[src/rtl/seq_divider.sv]
// Iterative restoring divider: one quotient bit per cycle, start/done handshake, busy while RUN/DONE.
// Optional signed mode is compiled in with SEQ_DIV_SIGNED_EN (adds the signed_op port).
module seq_divider #(
    parameter int WIDTH = 32
) (
    input  logic             clk,
    input  logic             reset,
    input  logic             start,
    input  logic [WIDTH-1:0] dividend,
    input  logic [WIDTH-1:0] divisor,
`ifdef SEQ_DIV_SIGNED_EN
    input  logic             signed_op,
`endif
    output logic             busy,
    output logic             done,
    output logic [WIDTH-1:0] quotient,
    output logic [WIDTH-1:0] remainder,
    output logic             div_by_zero
);

    localparam int CW = $clog2(WIDTH);
    localparam logic [CW-1:0] LAST = CW'(WIDTH - 1);

    typedef enum logic [1:0] {
        S_IDLE,
        S_RUN,
        S_DONE
    } state_t;

    state_t           state_q, state_d;
    logic [CW-1:0]    cnt_q, cnt_d;
    logic [WIDTH-1:0] rem_q, rem_d;
    logic [WIDTH-1:0] dvd_q, dvd_d;
    logic [WIDTH-1:0] dsr_q, dsr_d;
    logic             busy_q, busy_d;
    logic             done_q, done_d;
    logic [WIDTH-1:0] quo_q, quo_d;
    logic [WIDTH-1:0] rmd_q, rmd_d;
    logic             dbz_q, dbz_d;

    logic [WIDTH:0]   rem_sh;
    logic [WIDTH:0]   diff;
    logic             q_bit;
    logic [WIDTH-1:0] rem_nx;
    logic [WIDTH-1:0] quo_nx;
    logic [WIDTH-1:0] dvd_mag;
    logic [WIDTH-1:0] dsr_mag;

`ifdef SEQ_DIV_SIGNED_EN
    logic qneg_q, qneg_d;
    logic rneg_q, rneg_d;
    logic dvd_neg, dsr_neg;

    function automatic logic [WIDTH-1:0] negate(input logic [WIDTH-1:0] v);
        return (~v) + WIDTH'(1);
    endfunction

    // Divide magnitudes; signs are reapplied on the way into DONE.
    always_comb begin
        dvd_neg = signed_op & dividend[WIDTH-1];
        dsr_neg = signed_op & divisor[WIDTH-1];
        dvd_mag = dvd_neg ? negate(dividend) : dividend;
        dsr_mag = dsr_neg ? negate(divisor) : divisor;
    end
`else
    always_comb begin
        dvd_mag = dividend;
        dsr_mag = divisor;
    end
`endif

    // One restoring step; the extra top bit keeps the shifted-out remainder bit.
    always_comb begin
        rem_sh = {rem_q, dvd_q[WIDTH-1]};
        diff   = rem_sh - {1'b0, dsr_q};
        q_bit  = ~diff[WIDTH];
        rem_nx = q_bit ? diff[WIDTH-1:0] : rem_sh[WIDTH-1:0];
        quo_nx = {dvd_q[WIDTH-2:0], q_bit};
    end

    always_comb begin
        state_d = state_q;
        cnt_d   = cnt_q;
        rem_d   = rem_q;
        dvd_d   = dvd_q;
        dsr_d   = dsr_q;
        quo_d   = quo_q;
        rmd_d   = rmd_q;
        dbz_d   = dbz_q;
`ifdef SEQ_DIV_SIGNED_EN
        qneg_d  = qneg_q;
        rneg_d  = rneg_q;
`endif
        case (state_q)
            S_IDLE: begin
                if (start) begin
                    dbz_d = 1'b0;
                    if (divisor == '0) begin
                        state_d = S_DONE;
                        quo_d   = '1;
                        rmd_d   = dividend;
                        dbz_d   = 1'b1;
                    end else begin
                        state_d = S_RUN;
                        cnt_d   = '0;
                        rem_d   = '0;
                        dvd_d   = dvd_mag;
                        dsr_d   = dsr_mag;
`ifdef SEQ_DIV_SIGNED_EN
                        qneg_d  = dvd_neg ^ dsr_neg;
                        rneg_d  = dvd_neg;
`endif
                    end
                end
            end
            S_RUN: begin
                rem_d = rem_nx;
                dvd_d = quo_nx;
                cnt_d = cnt_q + CW'(1);
                if (cnt_q == LAST) begin
                    state_d = S_DONE;
`ifdef SEQ_DIV_SIGNED_EN
                    quo_d   = qneg_q ? negate(quo_nx) : quo_nx;
                    rmd_d   = rneg_q ? negate(rem_nx) : rem_nx;
`else
                    quo_d   = quo_nx;
                    rmd_d   = rem_nx;
`endif
                end
            end
            S_DONE: begin
                state_d = S_IDLE;
            end
            default: begin
                state_d = S_IDLE;
            end
        endcase
        busy_d = (state_d != S_IDLE);
        done_d = (state_d == S_DONE);
    end

    always_ff @(posedge clk) begin
        if (reset) begin
            state_q <= S_IDLE;
            cnt_q   <= '0;
            rem_q   <= '0;
            dvd_q   <= '0;
            dsr_q   <= '0;
            busy_q  <= 1'b0;
            done_q  <= 1'b0;
            quo_q   <= '0;
            rmd_q   <= '0;
            dbz_q   <= 1'b0;
`ifdef SEQ_DIV_SIGNED_EN
            qneg_q  <= 1'b0;
            rneg_q  <= 1'b0;
`endif
        end else begin
            state_q <= state_d;
            cnt_q   <= cnt_d;
            rem_q   <= rem_d;
            dvd_q   <= dvd_d;
            dsr_q   <= dsr_d;
            busy_q  <= busy_d;
            done_q  <= done_d;
            quo_q   <= quo_d;
            rmd_q   <= rmd_d;
            dbz_q   <= dbz_d;
`ifdef SEQ_DIV_SIGNED_EN
            qneg_q  <= qneg_d;
            rneg_q  <= rneg_d;
`endif
        end
    end

    assign busy        = busy_q;
    assign done        = done_q;
    assign quotient    = quo_q;
    assign remainder   = rmd_q;
    assign div_by_zero = dbz_q;

endmodule

[config.mk]
export PLATFORM = sky130hd
export DESIGN_NAME = seq_divider
export DESIGN_NICKNAME = d
export VERILOG_FILES = /design/src/rtl/seq_divider.sv
export SDC_FILE = /design/constraint.sdc
export NUM_CORES = 1
export LEC_CHECK = 0
export CAP_MARGIN = 5
export CORE_MARGIN = 2
export CORE_UTILIZATION = 45
export CTS_CLUSTER_DIAMETER = 30
export CTS_CLUSTER_SIZE = 14
export DETAILED_ROUTE_END_ITERATION = 6
export PLACE_DENSITY = 0.68
export REMOVE_ABC_BUFFERS = 1
export SYNTH_ARGS = -nofsm -noshare
export SYNTH_HDL_FRONTEND = slang
export SYNTH_SLANG_ARGS = --single-unit
export TNS_END_PERCENT = 1
[constraint.sdc]
create_clock -name clk -period 3.7 [get_ports clk]
set_input_delay 0.37 -clock clk [delete_from_list [all_inputs] [get_ports clk]]
set_output_delay 0.37 -clock clk [all_outputs]
set_load 0.05 [all_outputs]
==> results of run 1 <==
[path summary, 6_finish.rpt]
| check | startpoint | slack (ns) | depth (start not counted) | to |
|---|---|---|---|---|
| worst max register to register | dvd_q[31] | 0.19 | 13 | remainder[21] |
| worst min register to register | dsr_q[15] | 0.45 | 2 | dsr_q[15] |
| worst max-delay path | dvd_q[31] | 0.19 | 13 | remainder[21] |
| worst min-delay path | reset | 0.42 | 2 | cnt_q[1] |
[power by group through the flow]
stage / Combinational, µW / Sequential, µW / Clock, µW
2_1_floorplan: 826 / 1990 / 0
3_3_place_gp: 1250 / 2000 / 0
3_5_place_dp: 1250 / 2000 / 0
4_1_cts: 1260 / 1960 / 1950
5_1_grt: 1390 / 1970 / 2020
6_report: 1270 / 1960 / 1920
[stage by stage]
step           power [µW]  util [%]
3_3_place_gp         3240      53.8
2_1_floorplan        2810         -
5_1_grt              5380      57.0
3_5_place_dp         3250      53.8
4_1_cts              5160      56.9
6_report             5150      57.0
[final cells by class]
class | instances | area (µm²) | share of cell area, %
Inverter | 45 | 169 | 1.51
Tap cell | 265 | 332 | 2.96
Sequential cell | 170 | 3400 | 30.4
Multi-Input combinational cell | 849 | 5050 | 45.1
Clock buffer | 19 | 433 | 3.87
Clock inverter | 13 | 189 | 1.69
Timing Repair Buffer | 162 | 1620 | 14.5
[cell families after synthesis]
| group | count (synthesis) | synth area share [%] |
|---|---|---|
| simple gates | 467 | 23.5 |
| xor+xnor | 25 | 2.41 |
| compound gates | 317 | 23.7 |
| flops | 170 | 37.5 |
| fa+ha+maj | 35 | 4.90 |
| buf+inv | 135 | 7.41 |
| mux | 5 | 0.565 |
[flip-flops by register name, indices dropped and copies added, names as in the netlist]
name and cells:
dsr_q 32, quotient 32, state_q 2, rem_q 32, busy 1, remainder 32, done 1, div_by_zero 1
cnt_q 5, dvd_q 32
[per-layer routing]
metal / GRT usage [%] / vias up / share of wire [%]
li1: - / 4276 / -
met1: 35.0 / 4012 / 49
met2: 37.4 / 219 / 44
met3: 4.31 / 30 / 4.7
met4: 6.17 / 0 / 1.6
met5: 0 / - / 0
[cell usage after synthesis, types with 7 or more instances]
| master | instances | area [µm²] |
|---|---|---|
| nand2_1 | 192 | 721 |
| dfxtp_1 | 170 | 3400 |
| nor2_1 | 122 | 458 |
| a21oi_1 | 106 | 531 |
| nor3_1 | 75 | 375 |
| clkbuf_1 | 64 | 240 |
| a311oi_1 | 54 | 473 |
| inv_1 | 45 | 169 |
| ha_1 | 34 | 425 |
| a21boi_0 | 25 | 188 |
| o21ai_0 | 22 | 110 |
| o21ai_1 | 22 | 110 |
| a21o_1 | 14 | 105 |
| nor3_2 | 14 | 140 |
| xor2_1 | 13 | 114 |
| nor4_1 | 12 | 75.1 |
| xnor2_1 | 12 | 105 |
| nand3_1 | 9 | 45.0 |
| nand4_1 | 9 | 56.3 |
| o211ai_1 | 8 | 60.1 |
| a211oi_1 | 7 | 52.6 |
| and3_1 | 7 | 43.8 |
| o21bai_1 | 7 | 52.6 |
==> results.sh, run 1 <==
export IMPL_status="completed"
export IMPL_worst_ep_arrival_time_ns=3.82
export IMPL_layout_drive_gt1_share_pct=8.35
export IMPL_num_fill_cells=1911
export IMPL_die_h_um=146
export IMPL_fin_setup_tns_ns=0
export IMPL_fin_crit_ns=3.51
export IMPL_post_place_ws_ns=0.164
export IMPL_syn_inst=1154
export IMPL_grt_antenna_before_repair=0
export IMPL_final_common_cell="nand2_1"
export IMPL_design_area_um2=11200
export IMPL_power_share_switching_pct=30.9
export IMPL_tightest_slew_ns=0.911
export IMPL_startpoint_type="flip-flop"
export IMPL_vias_per_cell=5.61
export IMPL_hp_class="input pin to flip-flop"
export IMPL_internal_power_uw=3560
export IMPL_power_share_combinational_pct=24.7
export IMPL_critPathCaptureType="flip-flop"
export IMPL_drv_cap=0
export IMPL_ys_types=79
export IMPL_syn_to_final_growth_pct=23.3
export IMPL_instances_no_fill=1523
export IMPL_power_density_nw_per_um2=460
export IMPL_htreeDepth=4
export IMPL_first_pass_iters=5
export IMPL_grt_max_degree=85
export IMPL_max_slew_margin_pct=38.9
export IMPL_finalSetupViolations=0
export IMPL_crit_top_cell="inv_1"
export IMPL_ant_nets=0
export IMPL_hold_viol=0
export IMPL_synth_ff_type="dfxtp_1"
export IMPL_antenna_cells=0
export IMPL_grt_use_total_pct=24.2
export IMPL_nNetsFinal=1347
export IMPL_cts_tree="built"
export IMPL_finalWirelength_mm=25.7
export IMPL_async_reset_ff_share_pct=0
export IMPL_clock_power_share_pct=37.3
export IMPL_io_pins=134
export IMPL_clock_sinks=170
export IMPL_final_setup_worst_slack_ns=0.185
export IMPL_layout_common_cells="192 x nand2_1, 170 x dfxtp_1, 132 x clkdlybuf4s50_1, 121 x nor2_1, 105 x a21oi_1"
export IMPL_crit_chain="inv_1, ha_1, inv_1, fa_1, a21o_1, a221oi_2, o2bb2ai_2, nor2_1, or4_4, and3_4, nor2_4, a2bb2oi_1, a311oi_2"
export IMPL_synth_warnings=0
export IMPL_synth_avg_cell_area_um2=7.87
export IMPL_criticalPathCategory="flip-flop to flip-flop"
export IMPL_seq_power_share_pct=38.0
export IMPL_gr_total_overflow=0
export IMPL_dp_hpwl_mm=18.1
export IMPL_seq_area_frac_synth_pct=37.5
export IMPL_numCtsBuffers=17
export IMPL_start_util_pct=46.2
export IMPL_power_switching_uw=1590
export IMPL_finalCritPeriodShare_pct=95.0
export IMPL_rows=51
export IMPL_path_buf_inv=2
export IMPL_dieArea_um2=21300
export IMPL_post_cts_resized=0
export IMPL_crit_fanout=15
export IMPL_post_dp_cell_area_um2=10600
export IMPL_root_buffer="clkbuf_16"
export IMPL_route_detailed_drc=0
export IMPL_grt_pass1_wl_mm=42.2
export IMPL_clkTransAtPathRegs_ns=0.07
export IMPL_required_ns=4.01
export IMPL_cts_buffer_depth=2
export IMPL_synth_edf_count=0
export IMPL_syn_area_um2=9080
export IMPL_slowest_delay_ns=0.52
export IMPL_rsz0062_at_grt="false"
export IMPL_port_buffers=133
export IMPL_maxSlewViolCount=0
export IMPL_synth_seq_cells=170
export IMPL_wire_per_inst_um=16.8
export IMPL_postCtsHoldBufs=0
export IMPL_critPathSlowestCell="or4_4"
export IMPL_p_leak_uw=0.00417
export IMPL_peakVddDrop_mv=0.316
export IMPL_place_gp_congestion=0.958
export IMPL_cts_setup_buffers=0
export IMPL_crit_family="simple AND/OR/NAND/NOR gates"
export IMPL_drtIter0Drc=682
export IMPL_core_area_um2=19700
export IMPL_whs_ns=0.417
export IMPL_clkLatencyLatePin_ns=0.44
export IMPL_max_freq_mhz=285
export IMPL_dr_total_vias=8537
export IMPL_skew_ns=0.0140
export IMPL_fp_dieW_um=146
export IMPL_numPlacedInstances=1491
export IMPL_first_global_vias=8109
Note: power is estimated with default switching activity, not from simulation.
==> run 2, diff against run 1 <==
--- a/config.mk
+++ b/config.mk
@@ -5,13 +5,13 @@
 export SDC_FILE = /design/constraint.sdc
 export NUM_CORES = 1
 export LEC_CHECK = 0
-export CAP_MARGIN = 5
+export CAP_MARGIN = 0
 export CORE_MARGIN = 2
-export CORE_UTILIZATION = 45
+export CORE_UTILIZATION = 55
 export CTS_CLUSTER_DIAMETER = 30
 export CTS_CLUSTER_SIZE = 14
 export DETAILED_ROUTE_END_ITERATION = 6
-export PLACE_DENSITY = 0.68
+export PLACE_DENSITY = 0.81
 export REMOVE_ABC_BUFFERS = 1
 export SYNTH_ARGS = -nofsm -noshare
 export SYNTH_HDL_FRONTEND = slang
==> run 2 against run 1 <==
Net effect:
- hold slack improved by 0.011 ns
- critical endpoint is now remainder[5]
- highest routed layer unchanged
- clock power decreased by 5%
- fmax decreased by 0.82%
- non-clock buffer count decreased by 1
- clock skew decreased by 0.0054 ns
- via count increased by 1.3%
- first-iteration DRC count decreased by 4.8%
- count of clock-buffer cells in the layout increased by 1
- die area decreased by 18%
- register-to-register slack got worse by 0.03 ns
- total power decreased by 1.5%
- sequential power about the same
==> results.sh, run 2 (synthesized netlist as in run 1, its figures left out) <==
export IMPL_status="completed"
export IMPL_port_buffers=133
export IMPL_place_gp_congestion=0.928
export IMPL_wire_per_inst_um=17.2
export IMPL_fin_crit_ns=3.54
export IMPL_criticalPathCategory="flip-flop to flip-flop"
export IMPL_finalWirelength_mm=25.3
export IMPL_grt_antenna_before_repair=0
export IMPL_r2r_end="remainder[5]"
export IMPL_rows=46
export IMPL_gr_total_overflow=0
export IMPL_p_leak_uw=0.00415
export IMPL_crit_fanout=18
export IMPL_drv_cap=0
export IMPL_layout_drive_gt1_share_pct=8.60
export IMPL_start_util_pct=56.8
export IMPL_io_pins=134
export IMPL_layout_common_cells="192 x nand2_1, 170 x dfxtp_1, 132 x clkdlybuf4s50_1, 121 x nor2_1, 105 x a21oi_1"
export IMPL_htreeDepth=4
export IMPL_grt_use_total_pct=28.9
export IMPL_multi_input_area_um2=5070
export IMPL_power_density_nw_per_um2=456
export IMPL_dieArea_um2=17600
export IMPL_syn_to_final_growth_pct=22.4
export IMPL_cts_buffer_depth=2
export IMPL_antenna_cells=0
export IMPL_clkLatencyLatePin_ns=0.43
export IMPL_design_area_um2=11100
export IMPL_cts_tree="built"
export IMPL_critPathCaptureType="flip-flop"
export IMPL_hold_viol=0
export IMPL_max_slew_margin_pct=39.6
export IMPL_grt_max_degree=96
export IMPL_worst_ep_arrival_time_ns=3.89
export IMPL_dr_total_vias=8650
export IMPL_nNetsFinal=1346
export IMPL_r2r_setup_slack_ns=0.16
export IMPL_rsz0062_at_grt="false"
export IMPL_clock_sinks=170
export IMPL_clkTransAtPathRegs_ns=0.07
export IMPL_crit_start="dvd_q[31]"
export IMPL_grt_pass1_wl_mm=41.2
export IMPL_core_area_um2=16000
export IMPL_numCtsBuffers=17
export IMPL_numPlacedInstances=1439
export IMPL_drtIter0Drc=649
export IMPL_skew_ns=0.00865
export IMPL_hp_class="input pin to flip-flop"
export IMPL_finalCritPeriodShare_pct=95.8
export IMPL_seq_area_um2=3400
export IMPL_first_pass_iters=5
export IMPL_instances_no_fill=1472
export IMPL_finalSetupViolations=0
export IMPL_ant_nets=0
export IMPL_maxSlewViolCount=0
export IMPL_postCtsHoldBufs=0
export IMPL_fp_dieW_um=133
export IMPL_vias_per_cell=5.88
export IMPL_required_ns=4.04
export IMPL_r2r_start="dvd_q[31]"
export IMPL_endpoint="remainder[5]"
export IMPL_root_buffer="clkbuf_16"
export IMPL_final_common_cell="nand2_1"
export IMPL_die_h_um=133
export IMPL_ff2ff_path_depth=13
export IMPL_num_fill_cells=1424
export IMPL_first_global_vias=8094
export IMPL_whs_path_depth=2
export IMPL_tightest_slew_ns=0.901
export IMPL_peakVddDrop_mv=0.337
export IMPL_post_dp_cell_area_um2=10500
export IMPL_dp_hpwl_mm=17.7
export IMPL_startpoint_type="flip-flop"
export IMPL_route_detailed_drc=0
export IMPL_max_freq_mhz=282
## run 2: critical path: stages, from the launching register on
cell and delay (ns):
dfxtp_1 0.32, inv_1 0.06, ha_1 0.16, inv_1 0.06, fa_1 0.39, a21o_1 0.20, a221oi_2 0.35, o2bb2ai_2 0.16
nor2_1 0.07, or4_4 0.53, and3_4 0.33, nor4_1 0.38, o21ai_1 0.15, a311oi_1 0.31
## run 2: cell type report
| type | instances | share of cell area [%] |
|---|---|---|
| Sequential cell | 170 | 30.6 |
| Multi-Input combinational cell | 849 | 45.6 |
| Tap cell | 216 | 2.43 |
| Clock inverter | 11 | 1.22 |
| Inverter | 45 | 1.52 |
| Clock buffer | 20 | 4.20 |
| Timing Repair Buffer | 161 | 14.4 |
## run 2: worst min-delay path by stage
stage	startpoint	to	slack (ns)
finish	reset	state_q[0]	0.43
global route	reset	state_q[0]	0.43
CTS	reset	state_q[0]	0.41
detailed placement	dsr_q[8]	dsr_q[8]	0.45
global placement	dsr_q[11]	dsr_q[11]	0.44
floorplan	dsr_q[10]	dsr_q[10]	0.43
## run 2: power breakdown
part	total [µW]	internal [µW]	switching, µW
clock network	1830	1060	769
registers	1960	1900	56.2
logic	1290	528	757
## run 2: stage by stage
| stage | power [µW] | hold WS, ns | setup slack, ns | setup TNS [ns] | utilization [%] |
|---|---|---|---|---|---|
| after floorplan | 2810 | 0.430 | -0.959 | -43.53 | - |
| after global placement | 3220 | 0.443 | 0.260 | 0 | 65.5 |
| after detailed placement | 3230 | 0.447 | 0.187 | 0 | 65.5 |
| after CTS | 5050 | 0.413 | 0.105 | 0 | 69.2 |
| after global routing | 5300 | 0.435 | 0.0212 | 0 | 69.5 |
| final | 5070 | 0.428 | 0.156 | 0 | 69.5 |
## run 2: layer usage
layer	vias up	GRT usage [%]	wire length [µm]
met2	269	46.4	11700
met5	-	0	0
met1	4097	40.3	11800
li1	4263	-	-
met3	21	5.59	1540
met4	0	6.99	295
## run 2: repair_timing
item / CTS / global route
setup buffers: 0 / 2
setup endpoints to repair: 0 / 15
gates resized for setup: 0 / 5
==> run 3, diff against run 2 <==
--- a/config.mk
+++ b/config.mk
@@ -7,11 +7,11 @@
 export LEC_CHECK = 0
 export CAP_MARGIN = 0
 export CORE_MARGIN = 2
-export CORE_UTILIZATION = 55
+export CORE_UTILIZATION = 45
 export CTS_CLUSTER_DIAMETER = 30
 export CTS_CLUSTER_SIZE = 14
 export DETAILED_ROUTE_END_ITERATION = 6
-export PLACE_DENSITY = 0.81
+export PLACE_DENSITY = 0.71
 export REMOVE_ABC_BUFFERS = 1
 export SYNTH_ARGS = -nofsm -noshare
 export SYNTH_HDL_FRONTEND = slang
==> constraint.sdc (replaced) <==
create_clock -name clk -period 3 [get_ports clk]
set_input_delay 0.3 -clock clk [delete_from_list [all_inputs] [get_ports clk]]
set_output_delay 0.3 -clock clk [all_outputs]
set_load 0.05 [all_outputs]
==> run 3 against run 2 <==
Net effect:
- the flow now finishes with violations (setup timing)
- clock skew increased by 0.0015 ns
- register-to-register slack got worse by 0.43 ns
- design area increased by 11%
- combinational power increased by 53%
- clock power increased by 19%
- die area increased by 22%
- wire length increased by 4.8%
- global-route usage decreased by 4.0 points
- critical path depth increased by 3
- critical path type unchanged
- largest power group unchanged
==> results.sh, run 3 (synthesized netlist as in run 1, its figures left out) <==
export IMPL_status="complete, but fails checks"
export IMPL_failed_checks="setup timing"
export IMPL_ant_nets=0
export IMPL_port_buffers=133
export IMPL_root_buffer="clkbuf_16"
export IMPL_place_gp_congestion=0.959
export IMPL_cp_depth=16
export IMPL_p_leak_uw=0.00480
export IMPL_drv_cap=0
export IMPL_finalWirelength_mm=26.6
export IMPL_start_util_pct=46.2
export IMPL_fin_setup_tns_ns=-10.36
export IMPL_hold_viol=0
export IMPL_final_setup_worst_slack_ns=-0.277
export IMPL_grt_pass1_wl_mm=43.7
export IMPL_hp_class="input pin to flip-flop"
export IMPL_core_area_um2=19700
export IMPL_use_met3_pct=3.00
export IMPL_dp_hpwl_mm=19.5
export IMPL_layout_drive_gt1_share_pct=18.8
export IMPL_crit_family="compound AO/OA/AOI/OAI gates"
export IMPL_slowest_delay_ns=0.51
export IMPL_tightest_slew_ns=0.819
export IMPL_dieArea_um2=21300
export IMPL_gr_usage_met2_pct=40.6
export IMPL_cts_tree="built"
export IMPL_final_common_cell="nand2_1"
export IMPL_grt_use_total_pct=25.0
export IMPL_grt_antenna_before_repair=0
export IMPL_maxSlewViolCount=0
export IMPL_skew_ns=0.0102
export IMPL_first_pass_iters=5
export IMPL_critPathSlowestCell="or4_4"
export IMPL_finalCritPeriodShare_pct=109
export IMPL_dr_total_vias=8932
export IMPL_clkLatencyLatePin_ns=0.44
export IMPL_multi_input_area_um2=5230
export IMPL_nNetsFinal=1465
export IMPL_finalSetupViolations=66
export IMPL_power_density_nw_per_um2=533
export IMPL_r2r_setup_slack_ns=-0.28
export IMPL_critPathCaptureType="flip-flop"
export IMPL_rows=51
export IMPL_wire_per_inst_um=16.2
export IMPL_num_fill_cells=1783
export IMPL_clkTransAtPathRegs_ns=0.07
export IMPL_required_ns=3.37
export IMPL_vias_per_cell=5.45
export IMPL_drtIter0Drc=475
export IMPL_numCtsBuffers=17
export IMPL_whs_ns=0.319
export IMPL_route_detailed_drc=0
export IMPL_ff2ff_path_depth=16
export IMPL_crit_chain="inv_2, ha_4, inv_2, fa_2, a21o_1, a221oi_2, o2bb2ai_2, nor2_1, or4_4, buf_6, a21oi_4, buf_12, nor2_4, buf_12, a311o_1, a31oi_1"
export IMPL_grt_max_degree=96
export IMPL_clock_sinks=170
export IMPL_gr_max_usage_layer="met2"
export IMPL_rsz0062_at_grt="true"
export IMPL_die_h_um=146
export IMPL_antenna_cells=0
export IMPL_htreeDepth=4
export IMPL_crit_fanout=7
export IMPL_io_pins=134
export IMPL_layout_common_cells="192 x nand2_1, 168 x dfxtp_1, 132 x clkdlybuf4s50_1, 126 x buf_4, 121 x nor2_1"
export IMPL_syn_to_final_growth_pct=35.9
export IMPL_fin_crit_ns=3.28
export IMPL_seq_area_um2=3410
export IMPL_gr_total_overflow=0
export IMPL_max_freq_mhz=305
export IMPL_whs_path_depth=2
export IMPL_cts_buffer_depth=2
export IMPL_worst_ep_arrival_time_ns=3.64
export IMPL_fp_dieW_um=146
export IMPL_fin_util_pct=62.8
export IMPL_max_slew_margin_pct=45.2
export IMPL_first_global_vias=8573
export IMPL_criticalPathCategory="flip-flop to flip-flop"
export IMPL_peakVddDrop_mv=0.402
export IMPL_gr_usage_met1_pct=35.0
export IMPL_startpoint_type="flip-flop"
export IMPL_path_buf_inv=5
export IMPL_postCtsHoldBufs=0
## run 3: power by group
group	internal (µW)	switching [µW]
Sequential	2350	72.3
Clock	1220	961
Combinational	939	1040
Total	4510	2070
## run 3: worst paths after layout
kind / from / endpoint
setup / recovery: dvd_q[31] / remainder[29]
setup reg to reg: dvd_q[31] / remainder[29]
hold reg to reg: dsr_q[24] / dsr_q[24]
hold / removal: reset / state_q[0]
## run 3: timing repair
item | CTS | global route
endpoints found under the hold margin | 0 | 0
endpoints found under the setup margin | 66 | 66
pin swaps | 21 | 23
gates resized for setup | 34 | 30
cloned | 1 | 0
buffers inserted | 6 | 1
## run 3: worst register-to-register path, delay by kind of cell, from the launching register on
kind	cells	cell delay [ns]
compound gates	6	1.26
buf+inv	5	0.52
fa+ha+maj	2	0.47
flops	1	0.32
simple gates	3	0.63
## run 3: layout make-up
| class | instances | area share [%] |
|---|---|---|
| clock inverter | 14 | 1.17 |
| tap | 265 | 2.69 |
| inverter | 45 | 1.37 |
| multi-input combinational | 849 | 42.4 |
| clock buffer | 17 | 3.45 |
| sequential | 170 | 27.6 |
| timing repair buffer | 280 | 21.4 |
## run 3: per-layer routing
| layer | up-vias | wire length (µm) |
|---|---|---|
| met5 | - | 0 |
| met4 | 0 | 388 |
| met3 | 28 | 1210 |
| met2 | 223 | 12400 |
| met1 | 4178 | 12600 |
| li1 | 4503 | - |
## run 3: per-stage QoR
stage          std cells  setup WS, ns  total power (µW)  cell area (µm²)
6_report            1640        -0.277              6580            12300
3_5_place_dp        1603        -0.368              4290            11500
2_1_floorplan       1064         -1.59              3470             8580
5_1_grt             1640        -0.402              6880            12300
3_3_place_gp        1603        -0.262              4280            11500
4_1_cts             1641        -0.263              6560            12200
==> variant (flow settings as in run 3) <==
The output `busy` loses its register stage (`busy_q` becomes a continuous assignment).
--- a/src/rtl/seq_divider.sv
+++ b/src/rtl/seq_divider.sv
@@ -146,7 +146,6 @@
             rem_q   <= '0;
             dvd_q   <= '0;
             dsr_q   <= '0;
-            busy_q  <= 1'b0;
             done_q  <= 1'b0;
             quo_q   <= '0;
             rmd_q   <= '0;
@@ -161,7 +160,6 @@
             rem_q   <= rem_d;
             dvd_q   <= dvd_d;
             dsr_q   <= dsr_d;
-            busy_q  <= busy_d;
             done_q  <= done_d;
             quo_q   <= quo_d;
             rmd_q   <= rmd_d;
@@ -173,6 +171,8 @@
         end
     end
 
+    assign busy_q = busy_d;
+
     assign busy        = busy_q;
     assign done        = done_q;
     assign quotient    = quo_q;
Behaviour: not the same (a bounded check fails within 4 cycles, from zero or initial values and one cycle with reset high).
==> variant against run 3 <==
- critical path depth shrank 1
- fmax grew 9.2%
- final cell count fell by 8.7%
- sequential share of layout area grew 1.5 points
- synthesized area is 6.0% lower
- cell area decreased by 5.5%
- wire length shrank 5.1%
- worst setup slack gained 0.28 ns
- via count shrank 6.4%
- sequential cell count decreased by 1
Power is not compared: it rests on default switching activity, and its combinational part moved more than twofold at a synthesized area within 25%.
==> variant: results (changes against run 3) <==
Outcome
  • Run status: completed

Global routing
  • Largest net degree at the start of global routing: 75 (-22%)
  • Vias in the first global route: 7907 (-7.8%)
  • Wire length of the first global-routing pass: 39.8 mm (-8.8%)

Worst setup path
  • Maximum net fanout on the critical path: 4 (-3)
  • Data arrival time at the worst-slack endpoint: 3.28 ns (-0.36 ns)

Layout
  • Share of final-layout standard cells stronger than drive strength 1: 16.9% (-2.0 points)
  • Fill cells: 1631 (-8.5%)
  • Post-layout nets: 1353 (-7.6%)

Drt
  • Overall via count from detail_route: 8361 (-6.4%)
  • Starting DRT DRC Count: 589 (+24%)
  • Total detailed-routing wirelength: 25.2 mm (-5.1%)

Logic synthesis
  • Portion of the post-synthesis area used by sequential elements: 39.6% (+2.2 points)
  • Synth Area in XOR/XNOR: 2.98% (+0.57 points)
  • Area fraction in compound gates after synthesis: 24.6% (+0.86 points)
  • Synthesized area per cell: 7.86 um2 (-0.15%)
  • Largest cells by area after synthesis: dfxtp_1, nand2_1, a21oi_1
  • Number of distinct library cell variants in the gate-level netlist after synthesis: 64 (-19%)
  • Leading cell types by count after synthesis: nand2_1, dfxtp_1, a21oi_1
  • Synth warn: 0 (unchanged)

Placed design
  • Detailed placement HPWL: 17.8 mm (-8.9%)
  • Final weighted congestion of routability-driven global placement: 0.912 (-5.0%)

STA
  • Maximum clock skew at final layout: 0.00947 ns (-0.000734 ns)
  • Transition time at the pin with the least slew margin: 0.850 ns (+0.0311 ns)

Clocking
  • Post-CTS setup buffer count: 2 (-4)
## variant: changes by cell type in the layout (fill, tap and decap cells not counted), sizes merged, moves of 7 or more
| cell | delta |
|---|---|
| a21oi | +34 |
| a311oi | -23 |
| a211oi | +28 |
| nor3 | -83 |
| mux2 | +17 |
| buf | -59 |
| xnor2 | +7 |
| a21boi | -24 |
| o21ai | +12 |
| nand2 | +17 |
| nor2 | -24 |
## variant: logic make-up (layout without fill, tap and decap cells)
family          count (synthesis)  after routing
xor+xnor                       29             29
mux                            26             26
simple gates                  373            373
fa+ha+maj                      35             35
compound gates                332            332
flops                         169            169
buf+inv                       122            299
## variant: per-layer routing
layer  track usage, %  share of wire, %  vias up
met1             35.1                48     3953
met2             38.8                46      242
met4             6.47              0.95        0
met3             4.15               5.0       18
li1                 -                 -     4148
met5                0                 0        -
## variant: final timing paths
kind                          start                     end  slack (ns)  cells after the start
max          dvd_q[31]$_SDFFE_PP0P_   rem_q[6]$_SDFFE_PP0P_     0.00008                     15
min                           reset  dsr_q[23]$_SDFFE_PP0P_        0.12                      2
max reg2reg  dvd_q[31]$_SDFFE_PP0P_   rem_q[6]$_SDFFE_PP0P_     0.00008                     15
min reg2reg  dsr_q[20]$_SDFFE_PP0P_  dsr_q[20]$_SDFFE_PP0P_        0.45                      2
## variant: power groups by stage
stage	Sequential, uW	Combinational (uW)	Clock [uW]
after floorplan	2540	2860	0
after global placement	2580	4320	0
after detailed placement	2590	4320	0
after CTS	2540	4600	2340
after global routing	2570	5710	2430
final	2550	5290	2320
## variant: worst max-delay path, cell delays in order, from the launching register on
cell and delay [ns]:
dfxtp_2 0.33, inv_2 0.06, ha_4 0.12, inv_2 0.03
fa_2 0.37, a211oi_2 0.25, o21ai_2 0.10, o21a_1 0.21
o21ai_2 0.20, a21boi_2 0.09, nor4_4 0.27, buf_6 0.20
clkbuf_16 0.17, mux2_4 0.31, nand2_2 0.08, a21oi_1 0.06
## variant: cell type report
class	count	area [um2]	share of cell area (%)
Multi-Input combinational cell	795	4990	42.8
Tap cell	234	293	2.51
Inverter	45	169	1.45
Clock buffer	19	443	3.80
Sequential cell	169	3390	29.0
Clock inverter	12	163	1.39
Timing Repair Buffer	223	2220	19.0
## variant: per-stage QoR
| step | instance area (um2) | setup slack, ns | cells | setup TNS, ns | util (%) |
|---|---|---|---|---|---|
| floorplan | 8200 | -1.92 | 1009 | -250.10 | - |
| global placement | 10700 | 0.0183 | 1461 | 0 | 57.2 |
| detailed placement | 10700 | -0.108 | 1461 | -2.75 | 57.2 |
| CTS | 11400 | -0.0139 | 1495 | -0.0245 | 60.9 |
| global route | 11700 | -0.119 | 1497 | -4.71 | 62.6 |
| finish | 11700 | 0.0000813 | 1497 | 0 | 62.6 |
